### config.mk
export PLATFORM = sky130hd
export DESIGN_NAME = acc_sequencer
export DESIGN_NICKNAME = d
export VERILOG_FILES = /design/src/rtl/acc_pkg.sv /design/src/rtl/acc_decode.sv /design/src/rtl/acc_sequencer.sv
export SDC_FILE = /design/constraint.sdc
export NUM_CORES = 1
export LEC_CHECK = 0
export CORE_ASPECT_RATIO = 0.8
export CORE_MARGIN = 1.5
export CORE_UTILIZATION = 50
export CTS_CLUSTER_SIZE = 12
export DETAILED_ROUTE_END_ITERATION = 6
export PLACE_DENSITY = 0.78
export SYNTH_ARGS = -nofsm -noshare
export SYNTH_HDL_FRONTEND = slang
export SYNTH_SLANG_ARGS = --single-unit
export TNS_END_PERCENT = 1
### constraint.sdc
create_clock -name clk -period 2.9 [get_ports clk]
set_input_delay 0.87 -clock clk [delete_from_list [all_inputs] [get_ports clk]]
set_output_delay 0.87 -clock clk [all_outputs]
set_load 0.05 [all_outputs]
### src/rtl/acc_pkg.sv
// Shared encodings for the accumulator sequencer: opcodes, accumulator/mux selects,
// ALU operations, FSM states and decoded instruction classes.
package acc_pkg;

   localparam logic [3:0] OpNop = 4'h0;
   localparam logic [3:0] OpLdi = 4'h1;
   localparam logic [3:0] OpLdr = 4'h2;
   localparam logic [3:0] OpStr = 4'h3;
   localparam logic [3:0] OpAdd = 4'h4;
   localparam logic [3:0] OpSub = 4'h5;
   localparam logic [3:0] OpAnd = 4'h6;
   localparam logic [3:0] OpOr  = 4'h7;
   localparam logic [3:0] OpXor = 4'h8;
   localparam logic [3:0] OpLdm = 4'h9;
   localparam logic [3:0] OpStm = 4'hA;
   localparam logic [3:0] OpJz  = 4'hB;
   localparam logic [3:0] OpJnz = 4'hC;
   localparam logic [3:0] OpHlt = 4'hD;

   localparam logic [1:0] SelMuxToAcc = 2'b00;
   localparam logic [1:0] SelAluToAcc = 2'b01;
   localparam logic [1:0] SelRegToMux = 2'b10;
   localparam logic [1:0] SelImmToMux = 2'b11;

   localparam logic [2:0] AluAdd = 3'd0;
   localparam logic [2:0] AluSub = 3'd1;
   localparam logic [2:0] AluAnd = 3'd2;
   localparam logic [2:0] AluOr  = 3'd3;
   localparam logic [2:0] AluXor = 3'd4;

   typedef enum logic [2:0] {
      StIdle,
      StFetch,
      StDecode,
      StStage,
      StCommit,
      StMemWait,
      StHalt
   } state_e;

   typedef enum logic [3:0] {
      ClsNop,
      ClsLdi,
      ClsLdr,
      ClsStr,
      ClsAlu,
      ClsLdm,
      ClsStm,
      ClsJz,
      ClsJnz,
      ClsHlt
   } cls_e;

endpackage

### src/rtl/acc_decode.sv
// Combinational opcode decoder: instruction class, ALU operation and illegal-opcode flag.
module acc_decode
   import acc_pkg::*;
(
   input  logic [3:0] opcode,
   output cls_e       cls,
   output logic [2:0] alu_op,
   output logic       illegal
);

   always_comb begin
      cls     = ClsNop;
      alu_op  = AluAdd;
      illegal = 1'b0;
      case (opcode)
         OpNop: cls = ClsNop;
         OpLdi: cls = ClsLdi;
         OpLdr: cls = ClsLdr;
         OpStr: cls = ClsStr;
         OpAdd: begin cls = ClsAlu; alu_op = AluAdd; end
         OpSub: begin cls = ClsAlu; alu_op = AluSub; end
         OpAnd: begin cls = ClsAlu; alu_op = AluAnd; end
         OpOr:  begin cls = ClsAlu; alu_op = AluOr;  end
         OpXor: begin cls = ClsAlu; alu_op = AluXor; end
         OpLdm: cls = ClsLdm;
         OpStm: cls = ClsStm;
         OpJz:  cls = ClsJz;
         OpJnz: cls = ClsJnz;
         OpHlt: cls = ClsHlt;
         default: illegal = 1'b1;
      endcase
   end

endmodule

### src/rtl/acc_sequencer.sv
// Multi-cycle accumulator control sequencer with registered control outputs.
// Macro ACC_SEQUENCER_BRANCH_EN enables JZ/JNZ; without it opcodes B/C behave as NOP.
module acc_sequencer
   import acc_pkg::*;
#(
   parameter int unsigned PC_W = 8
) (
   input  logic            clk,
   input  logic            clb,
   input  logic            instr_valid,
   output logic            instr_ready,
   input  logic [7:0]      instr,
   output logic            mem_req,
   output logic            mem_we,
   input  logic            mem_ready,
   input  logic            alu_zero,
   output logic [1:0]      sel_acc,
   output logic            load_acc,
   output logic [3:0]      imm,
   output logic [3:0]      reg_sel,
   output logic            reg_we,
   output logic [2:0]      alu_op,
   output logic [PC_W-1:0] pc,
   output logic            halted
);

   state_e          state_q, state_d;
   logic [7:0]      instr_q, instr_d;
   logic [PC_W-1:0] pc_q, pc_d;
   logic            instr_ready_q, instr_ready_d;
   logic            mem_req_q, mem_req_d;
   logic            mem_we_q, mem_we_d;
   logic [1:0]      sel_acc_q, sel_acc_d;
   logic            load_acc_q, load_acc_d;
   logic [3:0]      imm_q, imm_d;
   logic [3:0]      reg_sel_q, reg_sel_d;
   logic            reg_we_q, reg_we_d;
   logic [2:0]      alu_op_q, alu_op_d;
   logic            halted_q, halted_d;

   logic            handshake;
   logic            taken;
   cls_e            cls;
   logic [2:0]      dec_alu_op;
   logic            illegal;
   logic [3:0]      operand;
   logic [PC_W-1:0] offset;

   // Decode the instruction that will be current next cycle so outputs can be registered.
   acc_decode u_decode (
      .opcode  (instr_d[7:4]),
      .cls     (cls),
      .alu_op  (dec_alu_op),
      .illegal (illegal)
   );

   assign handshake = instr_ready_q && instr_valid;
   assign instr_d   = handshake ? instr : instr_q;
   assign operand   = instr_d[3:0];
   assign offset    = {{(PC_W-4){instr_q[3]}}, instr_q[3:0]};

`ifdef ACC_SEQUENCER_BRANCH_EN
   assign taken = ((cls == ClsJz) && alu_zero) || ((cls == ClsJnz) && !alu_zero);
`else
   logic unused_alu_zero;
   assign unused_alu_zero = alu_zero;
   assign taken = 1'b0;
`endif

   // Next state and pc
   always_comb begin
      state_d = state_q;
      pc_d    = pc_q;
      case (state_q)
         StIdle:  state_d = StFetch;
         StFetch: begin
            if (handshake) begin
               state_d = StDecode;
               pc_d    = pc_q + PC_W'(1);
            end
         end
         StDecode: begin
            if (illegal || (cls == ClsHlt)) begin
               state_d = StHalt;
            end else begin
               case (cls)
                  ClsLdi, ClsLdr, ClsAlu: state_d = StStage;
                  ClsStr:                 state_d = StCommit;
                  ClsLdm, ClsStm:         state_d = StMemWait;
                  default:                state_d = StFetch;
               endcase
               if (taken) pc_d = pc_q + offset;
            end
         end
         StStage:  state_d = StCommit;
         StCommit: state_d = StFetch;
         StMemWait: begin
            if (mem_ready) state_d = (cls == ClsLdm) ? StCommit : StFetch;
         end
         StHalt:   state_d = StHalt;
         default:  state_d = StIdle;
      endcase
   end

   // Outputs are a function of the state being entered, so each flop holds its state's value.
   always_comb begin
      instr_ready_d = (state_d == StFetch);
      halted_d      = (state_d == StHalt);
      mem_req_d     = 1'b0;
      mem_we_d      = 1'b0;
      sel_acc_d     = SelMuxToAcc;
      load_acc_d    = 1'b0;
      imm_d         = 4'h0;
      reg_sel_d     = 4'h0;
      reg_we_d      = 1'b0;
      alu_op_d      = AluAdd;
      case (state_d)
         StStage: begin
            case (cls)
               ClsLdi: begin
                  sel_acc_d = SelImmToMux;
                  imm_d     = operand;
               end
               ClsLdr: begin
                  sel_acc_d = SelRegToMux;
                  reg_sel_d = operand;
               end
               ClsAlu: begin
                  reg_sel_d = operand;
                  alu_op_d  = dec_alu_op;
               end
               default: ;
            endcase
         end
         StCommit: begin
            case (cls)
               ClsLdi: begin
                  load_acc_d = 1'b1;
                  imm_d      = operand;
               end
               ClsLdr, ClsLdm: begin
                  load_acc_d = 1'b1;
                  reg_sel_d  = operand;
               end
               ClsAlu: begin
                  sel_acc_d  = SelAluToAcc;
                  load_acc_d = 1'b1;
                  reg_sel_d  = operand;
                  alu_op_d   = dec_alu_op;
               end
               ClsStr: begin
                  reg_we_d  = 1'b1;
                  reg_sel_d = operand;
               end
               default: ;
            endcase
         end
         StMemWait: begin
            mem_req_d = 1'b1;
            mem_we_d  = (cls == ClsStm);
         end
         default: ;
      endcase
   end

   always_ff @(posedge clk) begin
      if (clb) begin
         state_q       <= StIdle;
         instr_q       <= 8'h00;
         pc_q          <= '0;
         instr_ready_q <= 1'b0;
         halted_q      <= 1'b0;
         mem_req_q     <= 1'b0;
         mem_we_q      <= 1'b0;
         sel_acc_q     <= SelMuxToAcc;
         load_acc_q    <= 1'b0;
         imm_q         <= 4'h0;
         reg_sel_q     <= 4'h0;
         reg_we_q      <= 1'b0;
         alu_op_q      <= AluAdd;
      end else begin
         state_q       <= state_d;
         instr_q       <= instr_d;
         pc_q          <= pc_d;
         instr_ready_q <= instr_ready_d;
         halted_q      <= halted_d;
         mem_req_q     <= mem_req_d;
         mem_we_q      <= mem_we_d;
         sel_acc_q     <= sel_acc_d;
         load_acc_q    <= load_acc_d;
         imm_q         <= imm_d;
         reg_sel_q     <= reg_sel_d;
         reg_we_q      <= reg_we_d;
         alu_op_q      <= alu_op_d;
      end
   end

   assign instr_ready = instr_ready_q;
   assign halted      = halted_q;
   assign mem_req     = mem_req_q;
   assign mem_we      = mem_we_q;
   assign sel_acc     = sel_acc_q;
   assign load_acc    = load_acc_q;
   assign imm         = imm_q;
   assign reg_sel     = reg_sel_q;
   assign reg_we      = reg_we_q;
   assign alu_op      = alu_op_q;
   assign pc          = pc_q;

endmodule

# After elaboration in Yosys (flattened, before gate mapping)
# Index checks and enable logic that the tools add are counted.
[totals]
regBits = 38
input_bits = 13
output_inout_bits = 27
elab_cells = 87
[op_classes]
n_addsub = 1
eq_ne = 31
mux = 19
bitwise_logic = 5
reduce_logical = 18
[op_table]
columns = ["cell", "n"]
rows = [
  ["4-bit case mux with 9 select lines", 1],
  ["4-bit by 3-bit equality test with 1-bit output (second input constant)", 7],
  ["4-bit equality test (second input constant)", 7],
  ["3-bit equality test (second input constant)", 6],
  ["3-bit case mux with 6 select lines", 1],
  ["4-bit by 2-bit equality test with 1-bit output (second input constant)", 4],
  ["14-bit OR reduction", 1],
  ["3-bit 2-to-1 mux", 4],
  ["3-bit case mux with 4 select lines", 1],
  ["2-bit OR reduction", 6],
  ["3-bit by 2-bit equality test with 1-bit output (second input constant)", 3],
  ["3-bit case mux with 3 select lines", 1],
  ["3-bit OR reduction", 3],
  ["8-bit by 1-bit adder with 8-bit output (second input constant)", 1],
  ["4-bit by 1-bit equality test with 1-bit output (second input constant)", 2],
  ["4-bit 2-to-1 mux", 2],
  ["8-bit 2-to-1 mux", 1],
  ["2-bit case mux with 2 select lines", 2],
  ["4-bit case mux with 2 select lines", 1],
  ["4-bit OR reduction", 2],
  ["3-bit by 1-bit equality test with 1-bit output (second input constant)", 2],
  ["1-bit 2-to-1 mux", 5],
  ["1-bit NOT", 5],
  ["5-bit OR reduction", 1],
  ["other kinds (5)", 5],
]

# Logic depth before layout (Yosys ltp)
[depth]
ltp_word = 14
mapped_depth = 9
mapped_depth_nobuf = 6

# Cells and area by module
# Synthesis repeated with hierarchy kept, for this count alone.
[unflattened]
cells_unflattened = 175
area_unflattened_um2 = 1644.1
[by_module_without_submodules]
columns = ["mod", "n_inst", "cells_per_inst", "area_per_inst_um2", "seq_area_each_um2"]
rows = [
  ["acc_sequencer", 1, 164, 1576.5, 760.7],
  ["acc_decode", 1, 11, 67.6, 0.0],
]

# Least setup slack after synthesis
# Ideal clock, no wire load.
[synth_timing]
path_type = "input port to flip-flop"
startpoint = "input instr[6]"
endpoint = "register alu_op_q[0], in the netlist alu_op[0]"
setup_time_ns = 0.116
arrival_time_ns = 2.455
required_time_ns = 2.784
slack_ns = 0.330
path_stages = 7
n_path_buf = 1
path_cell_list = "buf_2 -> and4b_1 -> a31o_1 -> a2111oi_4 -> a211oi_2 -> a32oi_4 -> and3b_1"
[synth_via]
elab_chain_len = 13
word_cells_on_any_way = 41
cone_classes = "22 x eq/ne; 9 x mux; 2 x bitwise; 8 x reduce/logical"
[synth_rtl]
columns = ["element", "line_no", "text"]
rows = [
  ["start, declared", "acc_sequencer.sv:12", "input logic [7:0] instr,"],
  ["8-bit 2-to-1 mux *", "acc_sequencer.sv:58", "assign instr_d = handshake ? instr : instr_q;"],
  ["4-bit by 3-bit equality test with 1-bit output or 4-bit equality test (tied branches)", "acc_decode.sv:15", "case (opcode)"],
  ["5-bit OR reduction (no source line)", "n/a", ""],
  ["4-bit case mux with 9 select lines", "acc_decode.sv:15", ""],
  ["4-bit by 3-bit equality test with 1-bit output (tied with other cells)", "acc_sequencer.sv:86, acc_sequencer.sv:119, acc_sequencer.sv:136", ""],
  ["3-bit OR reduction or 2-bit OR reduction (tied branches)", "acc_sequencer.sv:86", "case (cls)"],
  ["3-bit case mux with 3 select lines", "acc_sequencer.sv:86", ""],
  ["3-bit 2-to-1 mux", "acc_sequencer.sv:83", "if (illegal || (cls == ClsHlt)) begin"],
  ["3-bit case mux with 6 select lines", "acc_sequencer.sv:74", "case (state_q)"],
  ["3-bit equality test or 3-bit by 2-bit equality test with 1-bit output (tied branches)", "acc_sequencer.sv:117", "case (state_d)"],
  ["2-bit OR reduction (no source line)", "n/a", ""],
  ["1-bit NOT (no source line)", "n/a", ""],
  ["3-bit OR reduction (no source line)", "n/a", ""],
  ["end signal, assigned", "acc_sequencer.sv:180", "alu_op_q <= AluAdd;"],
  ["end signal, assigned", "acc_sequencer.sv:194", "alu_op_q <= alu_op_d;"],
  ["end, declared", "acc_sequencer.sv:38", "logic [2:0] alu_op_q, alu_op_d;"],
]
# Every way passes the cells marked *; elsewhere a longest branch is shown, timed or not.
# A chain may end at the register's enable or synchronous reset.

# Worst setup path after layout
[layout_timing]
startpoint = "input instr[5]"
endpoint = "register alu_op_q[0], in the netlist alu_op[0]"
# The elaborated chain is that of the path after synthesis.

==> metrics.md <==
| Metric | Value |
|---|---|
| Area of the core | `about 0.0035 mm²` |
| Global route overflow | `0` |
| Cell count after synthesis | `~210` |
| Initial antenna violation count | `0` |
| Worst VDD drop | `about 0.00034 V` |
| TritonCTS clock tree | `done` |
| CTS clk-pin slew, worst paths | `0.07 ns` |
| Mapped Nets | `~230` |
| CTS Sinks | `38` |
| Layout area overhead | `39.5%` |
| Ant. Diodes | `0` |
| Required @ worst endpoint | `a little over 3 ns` |
| Library cells used by synthesis | `53` |
| Number of max-cap violations | `0` |
| CP Class | `primary input to register` |
| Crit-path max FO | `7` |
| Post-synth top cells | `dfxtp_1, nor2_1, nor3_1, nand2_1, a21oi_1` |
| Slew HR | `60.5%` |
| Max stage delay on crit path | `0.53 ns` |
| Via density | `5.65` |
| Share of layout cells above drive strength 1 | `between 15 and 20%` |
| Seq/Total Area, Yosys | `39.6%` |
| Final hold vios | `0` |
| Layout Nets | `between 200 and 300` |
| Root Driver | `clkbuf_8` |
| Clock Latency Late Sink | `~0.28 ns` |
| Part of the cycle the worst path needs | `96.8%` |
| Synth Register Bits | `38` |
| DR vias | `1819` |
| Top cell type by total area after synthesis | `dfxtp_1` |
| Horiz. Die Dim | `72.3 µm` |
| Worst clock skew | `0.00310 ns` |
| Worst hold path class | `register to register` |
| Final Cell Area | `0.00268 mm²` |
| Starting DRC count in detailed routing | `174` |
| Status | `finished clean` |
| IO Count | `40` |
| Top FF cell, synth | `dfxtp_1` |
| Mapped cell area | `0.00192 mm²` |
| CP startpoint kind | `primary input` |
| Area after DPL | `0.00251 mm²` |
| Row count | `19` |
| CTS Hold Bufs | `0` |
| P per Cell Area | `458 mW/mm²` |
| IO buf count | `38` |
| Total Wirelength | `slightly below 5 mm` |
| Vias in the first global route | `1639` |
| Worst-path cell chain | `clkdlybuf4s50_1 > buf_4 > nor2_1 > o22ai_1 > a2111oi_4 > a211oi_4 > a32oi_4 > and3b_1` |
| Leak Pwr | `1.04 nW` |
| Largest cells by area after synthesis | `dfxtp_1, nor2_1, mux2i_1` |
| Top-count cell post-synth | `dfxtp_1` |
| Routed Antenna Nets | `0` |
| # DRC | `0` |
| Least-Margin Pin Slew | `0.591 ns` |
| Number of flops mapped to enable cells by yosys | `0` |
| Final Wtd Congestion | `0.848` |
| Async S/R FF share, synth | `0%` |
| Fmax achieved | `0.356 GHz` |
| Fin crit period | `2.81 ns` |
| DP Wirelength | `3.47 mm` |
| TritonRoute pass-1 iters | `4` |
| Max Slew Vio Count | `0` |
| Routed len/inst | `15.2 µm` |
| First-pass GRT wire length | `slightly below 8 mm` |
| Avg Inst Size Synth | `8.97 µm²` |
| Num CTS Buffers | `5` |
| Total track usage | `23.5%` |
| H-tree depth | `2` |
| CTS Buffer Depth | `2` |
| Worst EP arrival | `around 3 ns` |
| Initial Util | `54.2%` |
| Endpoints failing setup | `0` |
| Yosys Warn Count | `0` |
| Post-synth top area share | `39.6%` |
| Die Y-Extent | `58.4 µm` |
| Die area | `approximately 0.0042 mm²` |
| Crit. End Element | `register` |
| Pin count of the biggest net entering global routing | `15` |
| End-of-flow core utilization | `75.6%` |
| Slowest-stage cell, CP | `clkdlybuf4s50_1` |
==> where the power goes <==
| group | internal, mW | switching [mW] | total [mW] |
|---|---|---|---|
| clock | 0.257 | 0.168 | 0.425 |
| sequential | 0.533 | 0.0144 | 0.548 |
| combinational | 0.119 | 0.135 | 0.254 |
==> sequential cells by signal (all words and copies together) (netlist names) <==
| register | count |
|---|---|
| reg_sel | 4 |
| reg_we | 1 |
| load_acc | 1 |
| state_q | 3 |
| instr_ready | 1 |
| sel_acc | 2 |
| halted | 1 |
| imm | 4 |
| instr_q | 8 |
| mem_we | 1 |
| pc | 8 |
| mem_req | 1 |
| alu_op | 3 |
==> layer usage <==
metal | wire (µm) | share of wire, % | global-route usage (%) | vias to the layer above
met5 | 0 | 0 | 0 | -
met4 | 54 | 1.1 | 4.31 | 0
met3 | 324 | 6.6 | 4.97 | 8
met2 | 2120 | 43 | 35.6 | 63
met1 | 2380 | 49 | 34.9 | 848
li1 | - | - | - | 900
==> cell families after synthesis <==
kind of cell | after synthesis | synth area share [%]
AO/OA/AOI/OAI | 43 | 17.9
XOR/XNOR | 11 | 5.02
adder cells (fa/ha/maj) | 1 | 0.652
buffers and inverters | 20 | 5.48
flip-flops | 38 | 39.6
multiplexers | 8 | 4.89
AND/OR/NAND/NOR | 93 | 26.5
==> per-stage QoR <==
step | hold WS (ns) | power [mW] | cells | TNS [ns] | worst slack (ns)
after detailed placement | 0.501 | 0.793 | 311 | -4.64 | -0.343
after floorplan | 0.480 | 0.705 | 214 | 0 | 0.330
after global routing | 0.555 | 1.28 | 322 | -0.0910 | -0.0343
final | 0.514 | 1.23 | 322 | 0 | 0.0925
after global placement | 0.491 | 0.789 | 311 | -4.53 | -0.337
after CTS | 0.519 | 1.21 | 319 | 0 | 0.0112
==> layout make-up <==
cell class              count  area (µm²)
clock buffers               7        76.3
inverters                   4        15.0
repair buffers             74         657
well taps                  42        52.6
fillers                   256         865
multi-input cells         156        1090
clock inverters             1        30.0
flip-flops and latches     38         761
==> timing repair <==
| action | CTS | global route |
|---|---|---|
| gates cloned | 0 | 1 |
| endpoints found under the setup margin | 8 | 18 |
| pin swaps | 1 | 5 |
| resized for setup | 2 | 9 |
| setup buffers | 0 | 2 |
==> cell usage in the layout (no fill, tap or decap), types with 7 or more instances in the layout <==
cell type and count:
a21oi_1 9, buf_4 35, nor3_1 11, clkdlybuf4s50_1 37, dfxtp_1 38, o21ai_0 7, nor2_1 29, nand2_1 10
==> critical path: cells and delay by family <==
family,cells,cell delay [ns]
AND/OR/NAND/NOR,2,0.32
buffers and inverters,2,0.73
AO/OA/AOI/OAI,4,1.05
==> worst paths after layout <==
check,start,endpoint,slack (ns),depth (start not counted)
min reg2reg,instr_q[1],instr_q[1],0.51,2
max,instr[5],alu_op[0],0.09,8
max reg2reg,state_q[2],reg_sel[0],0.70,7
min,instr_q[1],instr_q[1],0.51,2
(Power assumes the default switching activity.)
==> RTL edit: new RTL, same settings <==
Build with the macro `ACC_SEQUENCER_BRANCH_EN` defined.
--- a/src/rtl/acc_sequencer.sv
+++ b/src/rtl/acc_sequencer.sv
@@ -1,4 +1,6 @@
 // Multi-cycle accumulator control sequencer with registered control outputs.
 // Macro ACC_SEQUENCER_BRANCH_EN enables JZ/JNZ; without it opcodes B/C behave as NOP.
+`define ACC_SEQUENCER_BRANCH_EN
+
 module acc_sequencer
    import acc_pkg::*;
Formal check against the unedited RTL: not equivalent (Yosys sat finds a counterexample within 4 cycles, from zero or initial values).
==> RTL edit against the original RTL <==
Area after synthesis rose by 3.8%; total power increased by 11%; register-to-register slack got worse by 450 ps; utilization rose by 0.89 points; combinational power grew 4%; sequential share of layout area is 2.3 points lower; sequential cell count did not move; cell area grew 8.6%; critical endpoint is now imm[3]$_SDFF_PP0_; global-route usage grew 3.4 points; worst setup slack lost 56 ps; routed wire length grew 12%; non-clock buffer count rose by 3; count of clock-buffer cells in the layout fell by 2.
==> RTL edit: results (changes against the original RTL) <==
- Run status: complete, no violations (unchanged)
- Share of cells above drive strength 1: 24.3% (was 19.6%)
- HPWL Detailed: 3960 um (was 3470 um)
- Fin nets: 321 (was 293)
- Post-synth top cells: dfxtp_1, nor2_1, nand2_1 (was dfxtp_1, nor2_1, nor3_1)
- Hold Crit Class: flop to flop (unchanged)
- Setup crit end: imm[3]$_SDFF_PP0_ (was alu_op[0]$_SDFF_PP0_)
- Syn_nets: 245 (was 228)
- Worst skew pair latency: 290 ps
- FF-to-FF End: pc[7]$_SDFFE_PP0P_ (was reg_sel[0]$_SDFF_PP0_)
- Maximum operating frequency: 349 MHz (was 356 MHz)
- Post-synthesis async set-or-reset flop share: 0% (unchanged)
- Met3 WL: 447 um (was 324 um)
- Worst reg2reg path startpoint: state_q[0]$_SDFF_PP0_ (was state_q[2]$_SDFF_PP0_)
- Vias/cell: 5.55 (was 5.65)
- Initial antenna violation count: 0 (unchanged)
- GPL Wtd Cong: 1.06 (was 0.848)
- Syn avg cell area: 8.89 um^2 (was 8.97 um^2)
- Worst-path clk slew: 80 ps
- Vias in the first global route: 1726 (was 1639)
- DR pass1 iterations: 4 (unchanged)
- Pleak: 1.17 nW (was 1.04 nW)
- Sequential area share after synthesis: 38.2% (was 39.6%)
- Worst slack at placement: -527 ps (was -343 ps)
- Highest metal used: met4 (unchanged)
- GRT Total Usage: 26.8% (was 23.5%)
- PortBufs: 39 (was 38)
- Final WL: 5450 um (was 4880 um)
- Synth unique cells: 56 (was 53)
- Peak VDD IR: 443 uV (was 345 uV)
- Final hold violation count: 0 (unchanged)
- DRT met1 WL: 2670 um (was 2380 um)
- Worst Path Arrival: 3060 ps (was 2980 ps)
- Longest Clk Path Bufs: 2 (unchanged)
- First-pass GRT wire length: 8610 um (was 7740 um)
- Largest net degree at the start of global routing: 16 (was 15)
- Routed length on met2: 2260 um (was 2120 um)
- Root Driver: clkbuf_8 (unchanged)
- Slew HR: 65.2% (was 60.5%)
- Largest cells by area after synthesis: dfxtp_1, nor2_1, ha_1, nand2_1, mux2i_1 (was dfxtp_1, nor2_1, mux2i_1, nor3_1, xor2_1)
- Crit. Startpoint: instr[4] (was instr[5])
- Post-CTS Hold Buffers: 0 (unchanged)
- H-Tree Depth: 2 (unchanged)
- Crit-path max FO: 7 (unchanged)
- DR iter-0 viols: 191 (was 174)
- FF-to-FF path depth: 12 (was 7)
- Routed wire length per instance: 15.3 um (was 15.2 um)
- Worst reg-to-reg setup slack: 250 ps (was 700 ps)
- Syn. warnings: 0 (unchanged)
- Setup Skew: 3.62 ps (was 3.10 ps)
- Dpl cells: 347 (was 311)
[RTL edit: critical path: stages]
cell and delay, ps:
clkdlybuf4s50_1 470, buf_4 180, o31ai_4 290, o221ai_1 190
a31oi_2 290, and2_4 190, buf_4 110, o21bai_1 70
buf_4 160, nor4_1 240
[RTL edit: cells by family (layout without fill, tap and decap cells)]
logic type      Yosys count  count (layout)  synth area share, %
compound gates           49              49                 18.5
fa+ha+maj                 8               8                 5.40
mux                       8               8                 4.65
buf+inv                  16              93                 4.21
flops                    38              38                 38.2
xor+xnor                 10              10                 4.40
simple gates             95              95                 24.7
[RTL edit: repair_timing]
| action | 4_1_cts | 5_1_grt |
|---|---|---|
| gates resized for setup | 10 | 12 |
| pin swaps | 3 | 4 |
| buffers inserted | 0 | 1 |
| setup endpoints to repair | 19 | 13 |
[RTL edit: area by class of cell]
type,instances,area [um^2]
clock inverters,3,68.8
fillers,265,895
clock buffers,5,68.8
inverters,8,30.0
repair buffers,77,676
flip-flops and latches,38,761
multi-input cells,170,1240
well taps,55,68.8
[RTL edit: report_power, final]
group / switching, mW / internal [mW] / total (mW) / leakage [nW]
clock: 0.194 / 0.345 / 0.539 / 0.0683
combinational: 0.144 / 0.121 / 0.265 / 0.796
sequential: 0.0195 / 0.535 / 0.554 / 0.308
total: 0.358 / 1.00 / 1.36 / 1.17
[RTL edit: worst min-delay path by stage]
stage | startpoint | endpoint | slack [ps] | cells after the start
after floorplan | instr_q[2]$_SDFF_PP0_ | instr_q[2]$_SDFF_PP0_ | 490 | 2
after global placement | pc[0]$_SDFFE_PP0P_ | pc[0]$_SDFFE_PP0P_ | 460 | 2
after CTS | pc[0]$_SDFFE_PP0P_ | pc[0]$_SDFFE_PP0P_ | 490 | 2
after detailed placement | pc[0]$_SDFFE_PP0P_ | pc[0]$_SDFFE_PP0P_ | 480 | 2
after global routing | pc[0]$_SDFFE_PP0P_ | pc[0]$_SDFFE_PP0P_ | 520 | 2
final | pc[0]$_SDFFE_PP0P_ | pc[0]$_SDFFE_PP0P_ | 490 | 2
[RTL edit: stage by stage]
stage	setup TNS [ps]	area, um^2
floorplan	0	1990
global placement	-10030	2680
detailed placement	-9490	2680
CTS	-3.79	2850
global route	-137	2910
finish	0	2910
[RTL edit: layer usage]
layer	up-vias	GRT usage, %
li1	955	-
met1	931	40.1
met2	84	38.0
met3	6	6.12
met4	0	8.73
met5	-	0
